## config.mk

```make
export PLATFORM = sky130hd
export DESIGN_NAME = demux_router_reg
export DESIGN_NICKNAME = d
export VERILOG_FILES = /design/src/rtl/demux_router_reg.sv
export SDC_FILE = /design/constraint.sdc
export NUM_CORES = 1
export LEC_CHECK = 0
export ABC_AREA = 1
export BUFFER_PORTS_ARGS = -buffer_cell sky130_fd_sc_hd__buf_4
export CAP_MARGIN = 25
export CORE_UTILIZATION = 30
export CTS_BUF_LIST = sky130_fd_sc_hd__clkbuf_2
export DETAILED_ROUTE_END_ITERATION = 10
export GPL_TIMING_DRIVEN = 1
export PLACE_DENSITY = 0.61
export SETUP_SLACK_MARGIN = 0.15
export SKIP_LAST_GASP = 1
export SLEW_MARGIN = 10
export SYNTH_ARGS = -nofsm -noshare
export SYNTH_HDL_FRONTEND = slang
export SYNTH_SLANG_ARGS = --single-unit
```

## constraint.sdc

```tcl
create_clock -name CLK -period 1.8 [get_ports CLK]
set_input_delay 0 -clock CLK [delete_from_list [all_inputs] [get_ports CLK]]
set_output_delay 0 -clock CLK [all_outputs]
set_load 0.02 [all_outputs]
```

## src/rtl/demux_router_reg.sv

```systemverilog
// Registered 1-to-CHANNELS demultiplexer with a one-entry valid/ready register per channel.
// A select of 0 or beyond CHANNELS discards the word and bumps a saturating drop counter.
module demux_router_reg #(
  parameter int WIDTH    = 8,
  parameter int CHANNELS = 3,
  parameter int SEL_W    = 2,
  parameter int HOLD     = 1
) (
  input  logic                      CLK,
  input  logic                      RST,
  input  logic [WIDTH-1:0]          I,
  input  logic [SEL_W-1:0]          S,
  input  logic                      IV,
  output logic                      IR,
  output logic [CHANNELS*WIDTH-1:0] Q,
  output logic [CHANNELS-1:0]       QV,
  input  logic [CHANNELS-1:0]       QR,
  output logic [7:0]                DROPS
);

  logic [WIDTH-1:0]    data_q [CHANNELS];
  logic [WIDTH-1:0]    data_d [CHANNELS];
  logic [CHANNELS-1:0] qv_q, qv_d;
  logic [7:0]          drops_q, drops_d;
  logic [CHANNELS-1:0] hit;
  logic                discard;
  logic                fire;

  // Select decode: an out-of-range S matches no channel and is treated like S = 0.
  always_comb begin
    hit = '0;
    for (int k = 0; k < CHANNELS; k++) begin
      hit[k] = (S == SEL_W'(k + 1));
    end
    discard = ~|hit;
    IR      = discard | (|(hit & (~qv_q | QR)));
    fire    = IV && IR;
  end

  // NOTE: every output of a combinational block gets a default before any branch, so no latch is inferred.
  always_comb begin
    qv_d    = qv_q;
    drops_d = drops_q;
    for (int k = 0; k < CHANNELS; k++) begin
      data_d[k] = data_q[k];
      if (fire && hit[k]) begin
        data_d[k] = I;
        qv_d[k]   = 1'b1;
      end else if (qv_q[k] && QR[k]) begin
        qv_d[k]   = 1'b0;
      end
    end
    if (fire && discard && (drops_q != 8'hFF)) begin
      drops_d = drops_q + 8'd1;
    end
  end

  // NOTE: state registers use non-blocking assignments so every register samples pre-edge values.
  always_ff @(posedge CLK) begin
    if (RST) begin
      qv_q    <= '0;
      drops_q <= '0;
      // NOTE: the data registers are cleared too, because Q must read 0 after reset even with HOLD = 1.
      for (int k = 0; k < CHANNELS; k++) begin
        data_q[k] <= '0;
      end
    end else begin
      qv_q    <= qv_d;
      drops_q <= drops_d;
      for (int k = 0; k < CHANNELS; k++) begin
        data_q[k] <= data_d[k];
      end
    end
  end

  for (genvar k = 0; k < CHANNELS; k++) begin : g_q
    assign Q[k*WIDTH +: WIDTH] = ((HOLD != 0) || qv_q[k]) ? data_q[k] : '0;
  end

  assign QV    = qv_q;
  assign DROPS = drops_q;

endmodule

```

==> results_dict.tcl, run 1 <==
set metrics [dict create \
    status "finished clean" \
    io_buffer_count 51 \
    place.gp.congestion 0.8918 \
    dpl.hpwl_um 2895 \
    finClkSkew_ns 0.01989 \
    synth_area_mm2 0.001730 \
    max_freq_mhz 712.3 \
    clkTransAtPathRegs_ns 0.17 \
    dieArea_mm2 0.006075 \
    synth_area_leaders "dfxtp_1 (40%), nand2_1 (17%), inv_1 (11%)" \
    dr.pass1.iters 4 \
    seqPwrFrac_pct 56.7 \
    synth_nets 279 \
    swShare_pct 29.77 \
    synth_cells 262 \
    min_path_cells 4 \
    power_frac_comb_pct 17.8 \
    die_h_um 77.95 \
    switchingPower_uw 428.8 \
    n_antenna_cell 0 \
    cts-root-buf "clkbuf_2" \
    dr_total_vias 1627 \
    core_mm2 0.005540 \
    fp.dieW_um 77.95 \
    initial_core_util_pct 31.23 \
    totalWireLength_um 3929 \
    clock_latency_ns 0.38 \
    critPathCaptureType "primary output" \
    avgSynthCellArea_um2 6.605 \
    timing.final.crit_share_pct 78.00 \
    met1_usage_pct 16.65 \
    path_class "reg -> out" \
    p_int_mw 1.012 \
    pwr_density_cell_mw_per_mm2 617.6 \
    r2r_cells 10 \
    drtIter0Drc 55 \
    synth_ff_type "dfxtp_1" \
    synth-seq-cells 35 \
    clkPwrFrac_pct 25.6 \
    final_layout_size_suffix_gt1_share_pct 23.17 \
    slew_viol_final 0 \
    cap_viol_max_count 0 \
    drc_errors 0 \
    synth_warnings 0 \
    grt.total_usage_pct 14.19 \
    nNetsFinal 344 \
    peakVddDrop_mv 0.3093 \
    total_power_mw 1.440 \
    startpoint_type "flop" \
    finalCriticalPeriod_ns 1.404 \
    rsz0062_at_grt "false" \
    yosysSeqAreaShare_pct 40.49 \
    fillCellCount 637 \
    syn2layout_area_growth_pct 34.78 \
    hold_viol 0 \
    crit_required_ns 1.80 \
    grt_pass1_vias 1491 \
    gr-total-overflow 0 \
    htreeDepth 2 \
    critPathMaxFanout 10 \
    setup_viol 0 \
    grt_max_degree 27 \
    timing.final.ws_setup_ns 0.3960 \
    cts_max_path_buffers 2 \
    ant_nets 0 \
    cts_buffers 5 \
    grt_pass1_wl_um 6651 \
    clock_sinks 35 \
    hp-class "in -> reg" \
    synth_common_cells "nand2_1 (77), inv_1 (52), nor2_1 (49)" \
    grt.busiest_layer "met2" \
    worst_pin_slew_ns 0.3692 \
    ff_latch_area_um2 703.2 \
    synthArstFlopShare_pct 0 \
    cts_tree "yes" \
    synth.top_cell.area_share_pct 40.49 \
    multi_input_area_um2 762.0 \
    viasPerCell 4.068 \
    synth.most_common_cell "nand2_1" \
    setup_tns_ns 0 \
    synth_top_cell_by_area "dfxtp_1" \
    relSlewSlack_pct 75.36 \
    synth_edf_count 0 \
    num_io_pins 52 \
    critPathArrivalTime_ns 1.40 \
    antenna_found_initial 0 \
    routedWlPerCell_um 9.823 \
    grt_util_met2_pct 23.45 \
    num_rows 27 \
    dp_slack_ns 0.2970 \
    met3_usage_pct 4.471 \
    cellLeakagePower_nw 1.246 \
    synth_cell_types 24 \
]
==> final timing paths <==
kind,from,endpoint,slack [ns]
max,QV[1],IR,0.40
min,S[0],DROPS[0],0.09
min reg2reg,QV[0],QV[0],0.50
max reg2reg,DROPS[1],DROPS[6],0.43
==> per-stage QoR <==
step | cells | hold slack (ns) | instance area [µm²] | utilization [%]
floorplan | 262 | 0.1349 | 1730 | -
global placement | 379 | 0.2386 | 2152 | 38.84
detailed placement | 379 | 0.2410 | 2152 | 38.84
CTS | 400 | 0.07902 | 2325 | 41.96
global route | 400 | 0.07986 | 2332 | 42.10
finish | 400 | 0.09407 | 2332 | 42.10
==> placed cells by master, fill, tap and decap left out <==
| master | count |
|---|---|
| nand3_1 | 3 |
| nor2_2 | 2 |
| nand2_2 | 3 |
| ha_1 | 1 |
| clkinv_1 | 2 |
| clkinvlp_4 | 1 |
| nand4_4 | 2 |
| nand3_2 | 1 |
| nand3_4 | 1 |
| a21oi_1 | 7 |
| clkinv_2 | 1 |
| xor2_1 | 3 |
| clkbuf_2 | 6 |
| nor3b_1 | 1 |
| buf_4 | 52 |
| nand2_1 | 76 |
| dfxtp_1 | 33 |
| dlygate4sd3_1 | 13 |
| dfxtp_2 | 2 |
| inv_1 | 52 |
| o21ai_0 | 3 |
| inv_2 | 3 |
| nor3_1 | 1 |
| nand4_1 | 9 |
| nand2_4 | 2 |
| nor2_1 | 48 |
==> routing by layer <==
layer / routed length (µm) / vias to the layer above
li1: - / 895
met1: 1844 / 697
met2: 1816 / 28
met3: 187 / 7
met4: 80 / 0
met5: 0 / -
==> state kept, by name, indices dropped and copies added, names as in the netlist <==
name / cells
DROPS: 8
QV: 3
data_q: 24
==> kinds of logic (layout without fill, tap and decap cells) <==
group	after synthesis	count (layout)	share of synthesized area (%)
AND/OR/NAND/NOR	149	149	38.61
adder cells (fa/ha/maj)	1	1	0.7230
flip-flops	35	35	40.49
AO/OA/AOI/OAI	10	10	2.892
buffers and inverters	64	130	15.76
XOR/XNOR	3	3	1.519
==> critical path: stages, from the launching register on <==
cell and delay, ns:
dfxtp_1 0.37, nand2_1 0.07, nand2_1 0.14, nand3_2 0.23, buf_4 0.23
==> layout make-up <==
type,instances,area share [%]
clock buffers,6,1.288
inverters,57,9.174
multi-input cells,163,32.67
flip-flops and latches,35,30.15
repair buffers,65,22.32
clock inverters,2,0.5365
well taps,72,3.863
==> power groups by stage <==
stage,Sequential [mW],Combinational [mW],Clock (mW)
floorplan,0.862,0.114,0
global placement,0.832,0.235,0
detailed placement,0.832,0.237,0
CTS,0.816,0.260,0.391
global route,0.821,0.286,0.425
finish,0.816,0.256,0.368
==> timing repair <==
action                                 4_1_cts  5_1_grt
endpoints found under the hold margin       34        0
buffers inserted                             0        0
resized for setup                            0        4
setup endpoints to repair                    0        8
hold buffers                                13        0
No activity file was read; power rests on OpenSTA's default activity.
==> run 2, diff against run 1 <==
ABC_AREA = 0   (was 1)
PLACE_DENSITY = 0.62   (was 0.61)
clock period = 1.5 ns   (was 1.8 ns; I/O delays follow)
==> run 2 against run 1 <==
Clock skew is 0.014 ns lower. Die area fell by 10%. Non-clock buffer count rose by 10. Final cell count shrank 21%. Cell area shrank 2.0%. Critical endpoint is now DROPS[2]. Largest cell class unchanged. Largest power group unchanged. Highest routed layer unchanged.
==> results_dict.tcl, run 2 <==
set metrics [dict create \
    total_power_mw 1.667 \
    ant_nets 0 \
    synth_top_cell_by_area "dfxtp_1" \
    critPathCaptureType "flop" \
    setup_viol 0 \
    die_h_um 73.83 \
    io_buffer_count 51 \
    clock_sinks 35 \
    num_rows 25 \
    max_freq_mhz 711.0 \
    drtIter0Drc 70 \
    min_path_cells 4 \
    cts_max_path_buffers 2 \
    power_frac_comb_pct 15.6 \
    syn2layout_area_growth_pct 47.62 \
    r2r_cells 4 \
    grt_pass1_vias 1415 \
    synth_ff_type "dfxtp_1" \
    met1_usage_pct 21.62 \
    critPathMaxFanout 5 \
    fp.dieW_um 73.83 \
    final_common_cell "buf_4" \
    cellLeakagePower_nw 0.9149 \
    synth_edf_count 0 \
    gr-total-overflow 0 \
    grt.total_usage_pct 16.49 \
    relSlewSlack_pct 66.41 \
    fillCellCount 493 \
    pwr_density_cell_mw_per_mm2 729.8 \
    met3_usage_pct 3.292 \
    htreeDepth 2 \
    synth_cell_types 29 \
    dr.pass1.iters 4 \
    status "finished clean" \
    multi_input_area_um2 849.6 \
    yosysSeqAreaShare_pct 45.27 \
    synth-seq-cells 35 \
    clkPwrFrac_pct 26.2 \
    n_antenna_cell 0 \
    setup_tns_ns 0 \
    max_flop_register "data_q" \
    swShare_pct 27.81 \
    antenna_found_initial 0 \
    synth_warnings 0 \
    path_class "reg -> reg" \
    slew_viol_final 0 \
    dieArea_mm2 0.005450 \
    synth_area_leaders "dfxtp_1 (45%), a21oi_1 (9.7%), nand3_1 (8.7%)" \
    synth.top_cell.area_share_pct 45.27 \
    grt_util_met2_pct 25.38 \
    hold_ws_ns 0.02066 \
    largest_reg_flops 24 \
    finClkSkew_ns 0.005761 \
    switchingPower_uw 463.6 \
    critPathArrivalTime_ns 1.70 \
    num_io_pins 52 \
    timing.final.crit_share_pct 93.76 \
    cts-root-buf "clkbuf_2" \
    totalWireLength_um 4262 \
    cts_tree "yes" \
    routedWlPerCell_um 13.53 \
    initial_core_util_pct 31.92 \
    synthArstFlopShare_pct 0 \
    nNetsFinal 264 \
    avgSynthCellArea_um2 8.599 \
    grt_max_degree 42 \
    hold_viol 0 \
    dpl.hpwl_um 2909 \
    crit_required_ns 1.79 \
    layout_common_cells "buf_4 (65), a21oi_1 (29), dfxtp_1 (27), nand3_1 (26), o21ai_0 (24)" \
    cap_viol_max_count 0 \
    synth_nets 197 \
    p_int_mw 1.204 \
    hp-class "in -> reg" \
    startpoint_type "flop" \
    finalCriticalPeriod_ns 1.406 \
    grt.busiest_layer "met2" \
    ff_latch_area_um2 715.7 \
    synth_common_cells "dfxtp_1 (35), a21oi_1 (30), nand3_1 (27)" \
    place.gp.congestion 0.7496 \
    cts_buffers 5 \
    fin_util_pct 47.12 \
    peakVddDrop_mv 0.3112 \
    drc_errors 0 \
    synth_area_mm2 0.001548 \
    seqPwrFrac_pct 58.2 \
    clkTransAtPathRegs_ns 0.17 \
    rsz0062_at_grt "true" \
    clock_latency_ns 0.37 \
    dr_total_vias 1604 \
    grt_pass1_wl_um 6775 \
    synth.most_common_cell "dfxtp_1" \
    worst_pin_slew_ns 0.5029 \
    core_mm2 0.004848 \
    final_layout_size_suffix_gt1_share_pct 39.52 \
    viasPerCell 5.092 \
    synth_cells 180 \
]
run 2: power groups by stage:
| stage | Clock, mW | Sequential [mW] | Combinational, mW |
|---|---|---|---|
| 6_report | 0.437 | 0.970 | 0.260 |
| 3_3_place_gp | 0 | 0.988 | 0.224 |
| 5_1_grt | 0.499 | 0.975 | 0.280 |
| 2_1_floorplan | 0 | 1.02 | 0.0889 |
| 3_5_place_dp | 0 | 0.988 | 0.227 |
| 4_1_cts | 0.459 | 0.970 | 0.253 |
run 2: worst paths after layout:
path / from / to / slack [ns]
min: QR[0] / data_q[0][1] / 0.02
max reg2reg: DROPS[0] / DROPS[2] / 0.09
max: DROPS[0] / DROPS[2] / 0.09
min reg2reg: data_q[0][6] / data_q[0][6] / 0.49
run 2: cell families (layout without fill, tap and decap cells):
group,Yosys count,count (layout),synth area share (%)
compound gates,60,60,20.53
fa+ha+maj,1,1,0.8083
buf+inv,17,85,5.173
flops,35,35,45.27
mux,7,7,4.931
simple gates,60,60,23.28
run 2: critical path, cell delays in order (launching register included):
cell and delay [ns]:
dfxtp_4 0.39, ha_4 0.15, and4_4 0.22, a211oi_4 0.24
mux2_4 0.31
run 2: metrics by stage:
| step | setup WS [ns] | instance area [µm²] | cells |
|---|---|---|---|
| global placement | 0.009504 | 2024 | 291 |
| global route | 0.05962 | 2285 | 315 |
| CTS | 0.1087 | 2223 | 310 |
| floorplan | -0.05144 | 1580 | 180 |
| detailed placement | -0.01259 | 2024 | 291 |
| finish | 0.09362 | 2285 | 315 |
run 2: layer usage:
| metal | vias up | wire length (µm) |
|---|---|---|
| li1 | 787 | - |
| met1 | 742 | 1965 |
| met2 | 63 | 1935 |
| met3 | 12 | 243 |
| met4 | 0 | 118 |
| met5 | - | 0 |
run 2: layout make-up:
class,instances,area share (%)
clock buffer,7,1.533
clock inverter,1,0.2191
inverter,2,0.3286
multi-input combinational,128,37.19
sequential,35,31.33
tap,67,3.669
timing repair buffer,75,25.74
run 2: timing repair:
item,4_1_cts,5_1_grt
pin swaps,2,3
hold buffers,10,0
endpoints found under the setup margin,6,16
buffers inserted,1,5
gates resized for setup,14,6
hold endpoints to repair,26,0
